`config.mk`:
```
export PLATFORM = sky130hd
export DESIGN_NAME = boot_loader
export DESIGN_NICKNAME = d
export VERILOG_FILES = /design/src/rtl/boot_loader.sv
export SDC_FILE = /design/constraint.sdc
export NUM_CORES = 1
export LEC_CHECK = 0
export CAP_MARGIN = 20
export CORE_ASPECT_RATIO = 0.75
export CORE_MARGIN = 2
export CORE_UTILIZATION = 30
export CTS_BUF_LIST = sky130_fd_sc_hd__clkbuf_4
export DETAILED_ROUTE_END_ITERATION = 7
export SLEW_MARGIN = 25
export SYNTH_ARGS = -nofsm -noshare
export SYNTH_HDL_FRONTEND = slang
export SYNTH_SLANG_ARGS = --single-unit
```
`constraint.sdc`:
```
create_clock -name clk_i -period 8.93 [get_ports clk_i]
set_input_delay 1.786 -clock clk_i [delete_from_list [all_inputs] [get_ports clk_i]]
set_output_delay 1.786 -clock clk_i [all_outputs]
set_load 0.01 [all_outputs]
```
`src/rtl/boot_loader.sv`:
```
// Byte-stream program loader: frames an image into little-endian words, writes them
// to the icache and releases the core once the trailing XOR checksum matches.
module boot_loader #(
   parameter int ADDR_W = 6
) (
   input  logic              clk_i,
   input  logic              rst_ni,
   input  logic [7:0]        rx_data_i,
   input  logic              rx_valid_i,
   output logic              rx_ready_o,
   output logic              ic_we_o,
   output logic [ADDR_W-1:0] ic_waddr_o,
   output logic [31:0]       ic_wdata_o,
   output logic              core_rst_no,
   output logic              done_o,
   output logic              err_o
);

   localparam logic [31:0] DEPTH = 32'(1) << ADDR_W;

   typedef enum logic [2:0] {S_HDR, S_LOAD, S_CHK, S_RUN, S_ERR} state_t;

   state_t            r_state;
   logic [7:0]        r_n;
   logic [7:0]        r_word_cnt;
   logic [1:0]        r_byte_idx;
   logic [7:0]        r_csum;
   logic [23:0]       r_lanes;
   logic              r_pend_p0;
   logic [ADDR_W-1:0] r_pend_addr_p0;
   logic [31:0]       r_pend_data_p0;
   logic              r_ready;
   logic              r_we;
   logic [ADDR_W-1:0] r_waddr;
   logic [31:0]       r_wdata;
   logic              r_done;
   logic              r_err;

   logic w_take;
   logic w_last_byte;
   logic w_last_word;

   assign w_take      = rx_valid_i & r_ready;
   assign w_last_byte = (r_byte_idx == 2'd3);
   assign w_last_word = (r_word_cnt == (r_n - 8'd1));

   always_ff @(posedge clk_i or negedge rst_ni) begin
      if (!rst_ni) begin
         r_state    <= S_HDR;
         r_n        <= 8'd0;
         r_word_cnt <= 8'd0;
         r_byte_idx <= 2'd0;
         r_csum     <= 8'd0;
         r_pend_p0  <= 1'b0;
         r_ready    <= 1'b1;
         r_we       <= 1'b0;
         r_waddr    <= '0;
         r_wdata    <= 32'd0;
         r_done     <= 1'b0;
         r_err      <= 1'b0;
      end else begin
         // stage p0 -> output: a completed word is written one edge after its 4th byte
         r_pend_p0 <= 1'b0;
         r_we      <= r_pend_p0;
         if (r_pend_p0) begin
            r_waddr <= r_pend_addr_p0;
            r_wdata <= r_pend_data_p0;
         end
         r_done <= (r_state == S_RUN);
         r_err  <= (r_state == S_ERR);

         unique case (r_state)
            S_HDR: begin
               if (w_take) begin
                  r_n        <= rx_data_i;
                  r_word_cnt <= 8'd0;
                  r_byte_idx <= 2'd0;
                  r_csum     <= 8'd0;
                  if (rx_data_i == 8'd0) begin
                     r_state <= S_CHK;
                  end else if ({24'd0, rx_data_i} > DEPTH) begin
                     r_state <= S_ERR;
                     r_ready <= 1'b0;
                  end else begin
                     r_state <= S_LOAD;
                  end
               end
            end
            S_LOAD: begin
               if (w_take) begin
                  r_csum     <= r_csum ^ rx_data_i;
                  r_byte_idx <= r_byte_idx + 2'd1;
                  if (w_last_byte) begin
                     r_pend_p0  <= 1'b1;
                     r_word_cnt <= r_word_cnt + 8'd1;
                     if (w_last_word) begin
                        r_state <= S_CHK;
                     end
                  end
               end
            end
            S_CHK: begin
               if (w_take) begin
                  r_ready <= 1'b0;
                  r_state <= (rx_data_i == r_csum) ? S_RUN : S_ERR;
               end
            end
            default: begin
               r_ready <= 1'b0;
            end
         endcase
      end
   end

   // Byte lanes and the staged word carry no control meaning, so they are not reset.
   always_ff @(posedge clk_i) begin
      if (w_take && (r_state == S_LOAD)) begin
         if (w_last_byte) begin
            r_pend_data_p0 <= {rx_data_i, r_lanes};
            r_pend_addr_p0 <= ADDR_W'(r_word_cnt);
         end else begin
            r_lanes[{r_byte_idx, 3'b000} +: 8] <= rx_data_i;
         end
      end
   end

   assign rx_ready_o  = r_ready;
   assign ic_we_o     = r_we;
   assign ic_waddr_o  = r_waddr;
   assign ic_wdata_o  = r_wdata;
   assign core_rst_no = r_done;
   assign done_o      = r_done;
   assign err_o       = r_err;

endmodule

```
---- After elaboration in Yosys (flattened, before gate mapping) ----
Cells that the tools add are included.
storage, ports and cells
  output and inout bits ................... 43
  bits in registers ....................... 134
  bits of input ports ..................... 11
operators by class
  equality and inequality tests ........... 14
  mux-type cells .......................... 27
  shifts and indexed selects .............. 2
  order comparisons ....................... 1
  reductions and logical operators ........ 12
  $add $sub $neg .......................... 4
  bitwise logic cells ..................... 4
operator list
  cell                      number
  $mux W8                   4
  $pmux W8 S2               2
  $bwmux W24                1
  $mux W3                   8
  $shift A8 B7 Y24 const A  1
  $shiftx A8 B7 Y24         1
  $eq A8 B8 Y1              2
  $ne A2 B2 Y1 const B      7
  $pmux W3 S3               1
  $add A8 B1 Y8 const B     1
  $gt A8 B7 Y1 const B      1
  $logic_not A8 Y1          1
  $sub A8 B1 Y8 const B     1
  $xor A8 B8 Y8             1
  $mux W1                   7
  $neg A5 Y7                1
  $eq A3 B2 Y1 const B      2
  $reduce_and A2 Y1         3
  $reduce_and A6 Y1         1
  $reduce_and A5 Y1         1
  $mux W2                   2
  $pmux W2 S2               1
  $reduce_and A4 Y1         1
  $eq A3 B1 Y1 const B      1
  11 further kinds          12

---- Longest topological paths before layout ----
Gate-level depths: netlist (run 1).
  depth in word-level cells ............... 6
  gate-level depth with buffers ........... 10
  mapped depth without buffers ............ 8

---- Worst setup path before layout (run 1) ----
No wires, ideal clock.
  path type ............................... input -> register
  from .................................... input port rx_valid_i
  to ...................................... register r_pend_addr_p0[0] (enable)
  slack ................................... 4.717 ns
  cell stages on the path ................. 4
  path buffers ............................ 0
  data required time ...................... 8.497 ns
  setup time .............................. 0.433 ns
  arrival time ............................ 3.779 ns
  path through ............................ nand3b_4 > nor2_1 > nand2_1 > nor2_1
between the ends
  cells in the longest elaborated chain, start to end .. 3
ends and longest elaborated chain
  item                                RTL line  RTL
  start: declaration                  9         input logic rx_valid_i,
  $and A1 B1 Y1                       43        assign w_take = rx_valid_i & r_ready;
  $logic_and A1 B1 Y1                 117       if (w_take && (r_state == S_LOAD)) begin
  $reduce_and A2 Y1 (no source line)  n/a
  end signal: assignment              120       r_pend_addr_p0 <= ADDR_W'(r_word_cnt);
  end: declaration                    30        logic [ADDR_W-1:0] r_pend_addr_p0;
Every way passes these cells.
A chain may end at the register's enable or synchronous reset.

---- Worst setup path in the final report (run 1) ----
  from .................................... input port rx_valid_i
  to ...................................... register r_n[2]
between the ends
  cells in the longest elaborated chain, start to end .. 2
ends and longest elaborated chain
  item                                RTL line  RTL
  $and A1 B1 Y1                       43
  $reduce_and A2 Y1 (no source line)  n/a
  end signal: assignment              75        r_n <= rx_data_i;
  end: declaration                    24        logic [7:0] r_n;
Every way passes these cells.

==> results of run 1 <==
-- worst max path at each step --
stage,start,slack [ns],endpoint
floorplan,rx_valid_i,4.72,r_pend_addr_p0[0]
finish,rx_valid_i,5.31,r_n[2]
detailed placement,rx_valid_i,4.73,r_lanes[3]
global route,rx_valid_i,5.23,r_n[2]
CTS,rx_valid_i,5.31,r_lanes[6]
global placement,rx_valid_i,4.84,r_lanes[3]
-- state kept, by name, summed over array words and instances, names as in the netlist, 2 cells and up --
register,flops
r_pend_data_p0,32
ic_wdata_o,32
r_csum,8
r_byte_idx,2
r_pend_addr_p0,6
r_state,3
r_word_cnt,8
ic_waddr_o,6
r_lanes,24
r_n,8
-- layout make-up --
cell class / count / share of cell area
repair buffers: 55 / 0.0857
clock inverters: 12 / 0.0231
flip-flops and latches: 134 / 0.554
well taps: 242 / 0.0458
inverters: 6 / 0.00340
multi-input cells: 230 / 0.266
clock buffers: 20 / 0.0227
-- cells by family (layout without fill, tap and decap cells) --
group	after synthesis	in the layout	synth area share
DFF	134	134	0.667
and+or+nand+nor	114	114	0.123
muxes	47	47	0.0958
AOI/OAI and AO/OA	41	41	0.0469
buffers and inverters	23	93	0.0178
xor gates and xnor gates	21	21	0.0335
adders and majority gates	7	7	0.0159
-- Yosys cell counts (5+ instances only) --
| master | n |
|---|---|
| nor3_1 | 5 |
| nand2_1 | 22 |
| xor2_1 | 7 |
| nor2b_1 | 5 |
| dfrtp_1 | 71 |
| edfxtp_1 | 62 |
| clkbuf_1 | 12 |
| nand2b_1 | 6 |
| inv_1 | 6 |
| o21ai_0 | 22 |
| and2_1 | 24 |
| xnor2_1 | 14 |
| ha_1 | 7 |
| nor3b_1 | 13 |
| nor2_1 | 14 |
| mux2_2 | 45 |
| nand4_1 | 5 |
-- metal layers --
layer,vias to the layer above,share of wire
li1,1505,-
met1,1527,0.49
met2,60,0.46
met3,9,0.041
met4,0,0.0088
met5,-,0
-- worst reg2reg max path: stages, from the launching register on --
cell      delay [ns]
dfstp_2         0.58
nand3b_4        0.11
or2_1           0.48
nor2_2          0.67
mux2_2          0.41
-- metrics by stage --
step,std cells,instance area [µm²],hold WS (ns),setup slack (ns)
6_report,699,6620,0.420,5.31
5_1_grt,699,6620,0.430,5.23
4_1_cts,698,6570,0.421,5.31
3_5_place_dp,666,6270,0.405,4.73
3_3_place_gp,666,6270,0.413,4.84
2_1_floorplan,387,5500,0.370,4.72
-- cells in the final DEF, fill, tap and decap left out, types with 7 or more instances in the layout --
cell type	n
dfrtp_1	71
edfxtp_1	62
clkdlybuf4s50_1	52
mux2_2	45
and2_1	24
nand2_1	22
o21ai_0	22
clkbuf_4	20
xnor2_1	14
nor2_1	13
nor3b_1	10
xor2_1	7
ha_1	7
-- power breakdown --
group | switching [µW] | internal, µW | total [µW]
clock | 222 | 204 | 426
combinational | 15.3 | 6.92 | 22.2
sequential | 0 | 642 | 642
total | 237 | 853 | 1090
==> impl_metrics.csv, run 1 <==
group,metric,value,unit
placement,gp_congestion,0.757,
routing,viasPerCell,4.44,
logic_synthesis,ys_types,47,
setup_path,cp.buffers_inverters,1,
power,p_leak,0.00259,µW
setup_path,r2r-end,"r_n[2]",
global_routing,grtUsageMet2,0.179,
global_routing,antenna_found_initial,0,
timing,hold_viol,0,
power,report.power.total,1090,µW
logic_synthesis,dominantRegCellSynth,"dfrtp_1",
global_routing,use_met3,0.0355,
timing,fmax,0.276,GHz
clock_tree,htreeDepth,4,
clock_tree,clk-insertion-delay-late,0.51,ns
cells_and_area,final_core_util,0.371,
floorplanning,row_count,42,
setup_path,cp_cell_sequence,"clkdlybuf4s50_1, nand3b_4, or2_1, nor2_2, mux2_2",
routing,vias,3101,
floorplanning,io_pins,54,
cells_and_area,fill_cells,1714,
worst_hold_path,holdPathEnd,"r_pend_data_p0[19]",
cells_and_area,syn2layout_area_growth,20.4,%
global_routing,overflow,0,
setup_path,critPathMaxFanout,19,
logic_synthesis,syn_nets,405,
global_routing,grt_usage,0.117,
logic_synthesis,synth_area_leaders,"edfxtp_1 (34%), dfrtp_1 (32%), mux2_2 (9.2%)",
routing,drtAntennaViolNets,0,
clock_tree,tritoncts,"yes",
worst_hold_path,hp-class,"reg -> reg",
setup_path,crit_slowest_cell,"nor2_2",
floorplanning,chipHeight,121,µm
placement,port_buffers,53,
floorplanning,core,17800,µm²
floorplanning,design.die.area,19400,µm²
timing,slew_headroom,0.493,
global_routing,top_usage_layer,"met2",
setup_path,worstPathRequired,9.31,ns
timing,rsz0062_at_grt,"false",
cells_and_area,nNetsFinal,462,
setup_path,max_stage_delay,0.67,ns
setup_path,r2r_slack,6.56,ns
logic_synthesis,postSynthCellCount,387,
setup_path,r2r_cells,4,
routing,drtIter0Drc,148,
logic_synthesis,synth-seq-cells,134,
logic_synthesis,synth_edf_count,62,
logic_synthesis,yosysTopAreaCell,"edfxtp_1",
routing,firstDrtPassIters,4,
clock_tree,numCtsBuffers,17,
power,peakVddDrop,0.0758,mV
global_routing,grt_pass1_wl,17300,µm
logic_synthesis,synth_area,5500,µm²
logic_synthesis,avgSynthCellArea,14.2,µm²
placement,post-dp-hpwl,6930,µm
clock_tree,clock_path_buffers,2,
clock_tree,cts.sinks,134,
timing,tightest_slew,0.761,ns
setup_path,critical_path_depth,5,
routing,drc,0,
timing,final.setup.tns,0,ns
setup_path,criticalPathCategory,"in -> reg",
clock_tree,clockRootBuffer,"clkbuf_4",
clock_tree,postCtsHoldBufs,0,
setup_path,critPathTopFamily,"simple AND/OR/NAND/NOR gates",
worst_hold_path,min_from,"r_lanes[19]",
clock_tree,clk_pin_slew,0.12,ns
logic_synthesis,yosysWarnings,0,
timing,fin_crit_sh,0.405,
setup_path,endpoint_kind,"flip-flop",
logic_synthesis,ys_async_sr_fraction,0.537,
global_routing,grtUsageMet1,0.161,
clock_tree,cts_resized,0,
routing,wirelength,10400,µm
power,power_density,165,nW/µm²
job,drv_cap,0,
timing,min_period,3.62,ns
timing,setup_viol,0,
floorplanning,initial_core_util,0.309,
logic_synthesis,yosysTopAreaCellShare,0.339,
routing,wl_per_cell,14.9,µm
setup_path,critPathLaunchType,"input port",
clock_tree,cts_setup_buffers,0,
timing,fin_skew,0.0288,ns
cells_and_area,layout-drive-gt1-share,0.195,
setup_path,cp_data_arrival_time,4.00,ns
status,status,"finished clean",
global_routing,grt_max_degree,73,
logic_synthesis,seq_area_frac_synth,0.667,
cells_and_area,regArea,3660,µm²
worst_hold_path,whs_path_depth,0,
timing,drv_slew,0,
global_routing,grt_pass1_vias,3269,
cells_and_area,multi_input_area,1760,µm²
floorplanning,die_w,160,µm
cells_and_area,diodes,0,
setup_path,reg2reg_from,"rx_ready_o",
Power figures use the tool's default switching activity.
==> run 2, diff against run 1 <==
==> constraint.sdc (replaced) <==
create_clock -name clk_i -period 2.97 [get_ports clk_i]
set_input_delay 0.594 -clock clk_i [delete_from_list [all_inputs] [get_ports clk_i]]
set_output_delay 0.594 -clock clk_i [all_outputs]
set_load 0.01 [all_outputs]
==> run 2 against run 1 <==
Against the previous run:
- cell area rose by 1.1%
- clock power grew to 3.2 times the previous value
- flip-flop and latch count unchanged
- non-clock buffer count is 11 higher
- wire length increased by 4.4%
- clock skew fell by 0.0074 ns
- worst hold slack got worse by 0.33 ns
- final cell count up 1.6%
- die area unchanged
- critical endpoint is now rx_ready_o
==> impl_metrics.csv, run 2 (synthesis gave the netlist of run 1 again) <==
group,metric,value,unit
clock_tree,numCtsBuffers,17,
setup_path,critPathMaxFanout,3,
routing,drc,0,
setup_path,r2r_slack,0.82,ns
power,power_density,502,nW/µm²
routing,drtAntennaViolNets,0,
setup_path,reg2reg_from,"r_n[0]",
setup_path,critPathLaunchType,"flip-flop",
setup_path,startpoint,"rx_ready_o",
routing,wl_per_cell,15.3,µm
placement,gp_congestion,0.844,
clock_tree,cts_resized,0,
clock_tree,htreeDepth,4,
power,peakVddDrop,0.176,mV
cells_and_area,layout_common_cells,"dfrtp_1 (71), edfxtp_1 (62), clkdlybuf4s50_1 (52)",
timing,slew_headroom,0.454,
timing,fin_skew,0.0215,ns
global_routing,antenna_found_initial,0,
cells_and_area,final_common_cell,"dfrtp_1",
clock_tree,cts_setup_buffers,0,
routing,viasPerCell,4.49,
global_routing,grt_usage,0.121,
power,p_switching,682,µW
power,p_seq_frac,0.575,
cells_and_area,diodes,0,
setup_path,cp.buffers_inverters,1,
worst_hold_path,hp-class,"in -> async",
timing,min_period,2.25,ns
power,report.power.total,3360,µW
floorplanning,initial_core_util,0.309,
setup_path,max_stage_delay,0.59,ns
global_routing,grt_pass1_vias,3287,
clock_tree,clk-insertion-delay-late,0.53,ns
floorplanning,die_w,160,µm
floorplanning,design.die.area,19400,µm²
setup_path,cp_cell_sequence,"clkdlybuf4s50_1",
routing,drtIter0Drc,192,
floorplanning,row_count,42,
routing,vias,3189,
setup_path,criticalPathCategory,"reg -> out",
setup_path,crit_slowest_cell,"dfstp_2",
power,p_leak,0.00265,µW
cells_and_area,final_core_util,0.375,
setup_path,cp_data_arrival_time,1.66,ns
job,drv_cap,0,
cells_and_area,nNetsFinal,473,
setup_path,r2r_cells,7,
floorplanning,core,17800,µm²
power,combPwrFrac,0.022,
routing,firstDrtPassIters,4,
clock_tree,postCtsHoldBufs,0,
setup_path,critPathTopFamily,"flip-flops",
timing,setup_viol,0,
power,clock_power_share,0.404,
global_routing,overflow,0,
placement,port_buffers,53,
placement,post-dp-hpwl,7450,µm
timing,fin_crit_sh,0.758,
timing,tightest_slew,0.817,ns
floorplanning,chipHeight,121,µm
clock_tree,cts.sinks,134,
clock_tree,tritoncts,"yes",
floorplanning,io_pins,54,
clock_tree,clock_path_buffers,2,
power,power.internal,2680,µW
timing,rsz0062_at_grt,"false",
timing,hold_viol,0,
status,status,"finished clean",
setup_path,r2r-end,"r_state[1]",
setup_path,critical_path_depth,1,
timing,fmax,0.444,GHz
clock_tree,clockRootBuffer,"clkbuf_4",
global_routing,grt_max_degree,73,
clock_tree,clk_pin_slew,0.11,ns
setup_path,endpoint_kind,"output port",
timing,drv_slew,0,
cells_and_area,layout-drive-gt1-share,0.207,
routing,wirelength,10900,µm
timing,final.setup.tns,0,ns
setup_path,crit_end,"rx_ready_o",
global_routing,grt_pass1_wl,17800,µm
power,p_sw_frac,0.203,
cells_and_area,syn2layout_area_growth,21.6,%
setup_path,worstPathRequired,2.38,ns
[run 2: worst min-delay path by stage]
stage                          start                 to  slack, ns  depth (start not counted)
after global placement    r_lanes[7]  r_pend_data_p0[7]       0.40                          0
final                         rst_ni          r_pend_p0       0.09                          1
after floorplan               rst_ni        core_rst_no       0.30                          0
after CTS                     rst_ni     ic_wdata_o[12]       0.21                          1
after detailed placement  r_lanes[1]  r_pend_data_p0[1]       0.41                          0
after global routing          rst_ni          r_pend_p0       0.09                          1
[run 2: power groups by stage]
stage | Combinational [µW] | Sequential [µW] | Clock, µW
2_1_floorplan | 16.0 | 1970 | 0
3_3_place_gp | 73.2 | 1970 | 0
3_5_place_dp | 75.6 | 1970 | 0
4_1_cts | 75.6 | 1930 | 1400
5_1_grt | 81.5 | 1930 | 1480
6_report | 73.1 | 1930 | 1360
[run 2: cell type report]
cell class	instances	area [µm²]
clock inverter	9	153
timing repair buffer	66	629
clock buffer	23	173
multi-input combinational	230	1740
inverter	6	22.5
fill	1677	11100
sequential	134	3660
tap	242	303
[run 2: routing by layer]
layer	routed length [µm]	part of all wire	vias up	track usage
li1	-	-	1528	-
met1	5360	0.49	1585	0.164
met2	4930	0.45	64	0.180
met3	453	0.042	12	0.0420
met4	143	0.013	0	0.0434
met5	0	0	-	0
[run 2: through the flow]
step                      worst slack [ns]  instances  instance area [µm²]  hold WS [ns]
after floorplan                      0.578        387                 5500         0.298
after global placement               0.468        678                 6360         0.405
after detailed placement             0.399        678                 6360         0.406
after CTS                            0.652        710                 6680         0.207
after global routing                 0.623        710                 6690        0.0934
final                                0.718        710                 6690        0.0911
==> run 3, diff against run 2 <==
==> constraint.sdc (replaced) <==
create_clock -name clk_i -period 2.3 [get_ports clk_i]
set_input_delay 0.46 -clock clk_i [delete_from_list [all_inputs] [get_ports clk_i]]
set_output_delay 0.46 -clock clk_i [all_outputs]
set_load 0.01 [all_outputs]
==> run 3 against run 2 <==
Against the previous run:
- cell area up 1.5%
- sequential power up 29%
- core utilization is 0.58 points higher
==> impl_metrics.csv, run 3 (synthesis gave the netlist of run 1 again) <==
group,metric,value,unit
status,status,"finished clean",
floorplanning,chipHeight,121,µm
setup_path,endpoint_kind,"output port",
setup_path,cp_data_arrival_time,1.64,ns
timing,hold_viol,0,
clock_tree,tritoncts,"yes",
floorplanning,design.die.area,19400,µm²
cells_and_area,syn2layout_area_growth,23.5,%
floorplanning,io_pins,54,
cells_and_area,stdcell_count,725,
timing,fin_crit_sh,0.911,
global_routing,overflow,0,
setup_path,cp.buffers_inverters,1,
worst_hold_path,whs_path_depth,0,
setup_path,critical_path_depth,1,
routing,drc,0,
global_routing,grt_usage,0.124,
cells_and_area,layout-drive-gt1-share,0.228,
timing,setup_viol,0,
cells_and_area,multi_input_area,1740,µm²
clock_tree,htreeDepth,4,
setup_path,critPathLaunchType,"flip-flop",
placement,gp_congestion,0.816,
setup_path,max_stage_delay,0.58,ns
clock_tree,numCtsBuffers,17,
clock_tree,clockRootBuffer,"clkbuf_4",
floorplanning,row_count,42,
routing,firstDrtPassIters,4,
setup_path,worstPathRequired,1.84,ns
routing,vias,3250,
cells_and_area,final_core_util,0.381,
cells_and_area,layout_common_cells,"dfrtp_1 (71), edfxtp_1 (62), clkdlybuf4s50_1 (52)",
global_routing,grt_pass1_wl,18200,µm
cells_and_area,regArea,3660,µm²
timing,hold_ws,0.437,ns
global_routing,grt_max_degree,47,
timing,fmax,0.477,GHz
placement,dpl-instance-area,6500,µm²
global_routing,grt_pass1_vias,3479,
cells_and_area,diodes,0,
power,peakVddDrop,0.225,mV
setup_path,critPathTopFamily,"flip-flops",
placement,dp.cells,692,
floorplanning,die_w,160,µm
timing,min_period,2.10,ns
routing,wirelength,11100,µm
global_routing,antenna_found_initial,0,
clock_tree,clk_pin_slew,0.12,ns
routing,drtAntennaViolNets,0,
clock_tree,clk-insertion-delay-late,0.53,ns
placement,port_buffers,53,
setup_path,cp_cell_sequence,"clkdlybuf4s50_1",
cells_and_area,final_common_cell,"dfrtp_1",
worst_hold_path,hp-class,"reg -> reg",
timing,slew_headroom,0.582,
cells_and_area,design_area,6790,µm²
setup_path,criticalPathCategory,"reg -> out",
placement,post-dp-hpwl,7750,µm
clock_tree,cts_setup_buffers,0,
floorplanning,core,17800,µm²
routing,viasPerCell,4.48,
power,power_density,607,nW/µm²
cells_and_area,fill_cells,1663,
setup_path,r2r_cells,8,
floorplanning,initial_core_util,0.309,
clock_tree,cts_resized,0,
timing,tightest_slew,0.627,ns
timing,rsz0062_at_grt,"false",
timing,drv_slew,0,
routing,wl_per_cell,15.4,µm
power,p_leak,0.00271,µW
routing,drtIter0Drc,188,
job,drv_cap,0,
timing,fin_skew,0.0184,ns
setup_path,critPathMaxFanout,3,
setup_path,crit_slowest_cell,"dfstp_2",
clock_tree,cts.sinks,134,
clock_tree,clock_path_buffers,2,
cells_and_area,nNetsFinal,488,
[run 3: cell count changes in the layout (fill, tap and decap cells not counted), moves of 2 or more]
cell,previous run,this run
buf_4,13,25
bufinv_16,4,2
clkinv_4,1,4
buf_12,0,3
clkbuf_4,23,20
[run 3: stage by stage]
step / power [µW] / setup WS, ns / TNS (ns)
6_report: 4120 / 0.204 / 0
4_1_cts: 4200 / 0.135 / 0
2_1_floorplan: 2560 / 0.235 / 0
5_1_grt: 4310 / 0.0832 / 0
3_5_place_dp: 2650 / -0.0163 / -0.117
3_3_place_gp: 2650 / 0.0188 / 0
[run 3: layout make-up]
type | count | area share
flip-flops and latches | 134 | 0.540
multi-input cells | 230 | 0.257
repair buffers | 81 | 0.115
well taps | 242 | 0.0446
clock buffers | 20 | 0.0221
clock inverters | 12 | 0.0190
inverters | 6 | 0.00332
[run 3: where the power goes]
part           switching, µW  internal (µW)  total, µW
clock                    845            680       1520
sequential                 0           2490       2490
combinational           64.5           41.7        106
[run 3: layer usage]
| layer | vias to the layer above | wire length (µm) | GRT usage |
|---|---|---|---|
| met2 | 73 | 5220 | 0.194 |
| li1 | 1554 | - | - |
| met5 | - | 0 | 0 |
| met4 | 0 | 139 | 0.0462 |
| met3 | 13 | 472 | 0.0427 |
| met1 | 1610 | 5300 | 0.160 |
[run 3: path summary, 6_finish.rpt]
kind	end	from	slack (ns)
min in group asynchronous	ic_wdata_o[1]	rst_ni	0.47
setup reg to reg	r_state[0]	r_n[0]	0.27
hold reg to reg	r_pend_data_p0[17]	r_lanes[17]	0.44
setup / recovery	rx_ready_o	rx_ready_o	0.20
hold / removal	r_pend_data_p0[17]	r_lanes[17]	0.44
max in group asynchronous	ic_wdata_o[23]	rst_ni	1.08
[run 3: worst register-to-register path: stages (launching register included)]
cell	delay, ns
dfrtp_1	0.48
inv_1	0.11
ha_1	0.35
nand4bb_1	0.15
mux2i_1	0.15
o21ai_0	0.11
o211ai_1	0.26
nand4_1	0.13
a21o_1	0.20
[run 3: what timing repair did]
| item | in CTS | in global routing |
|---|---|---|
| setup endpoints to repair | 0 | 0 |
| hold buffers | 1 | 0 |
| endpoints found under the hold margin | 43 | 0 |
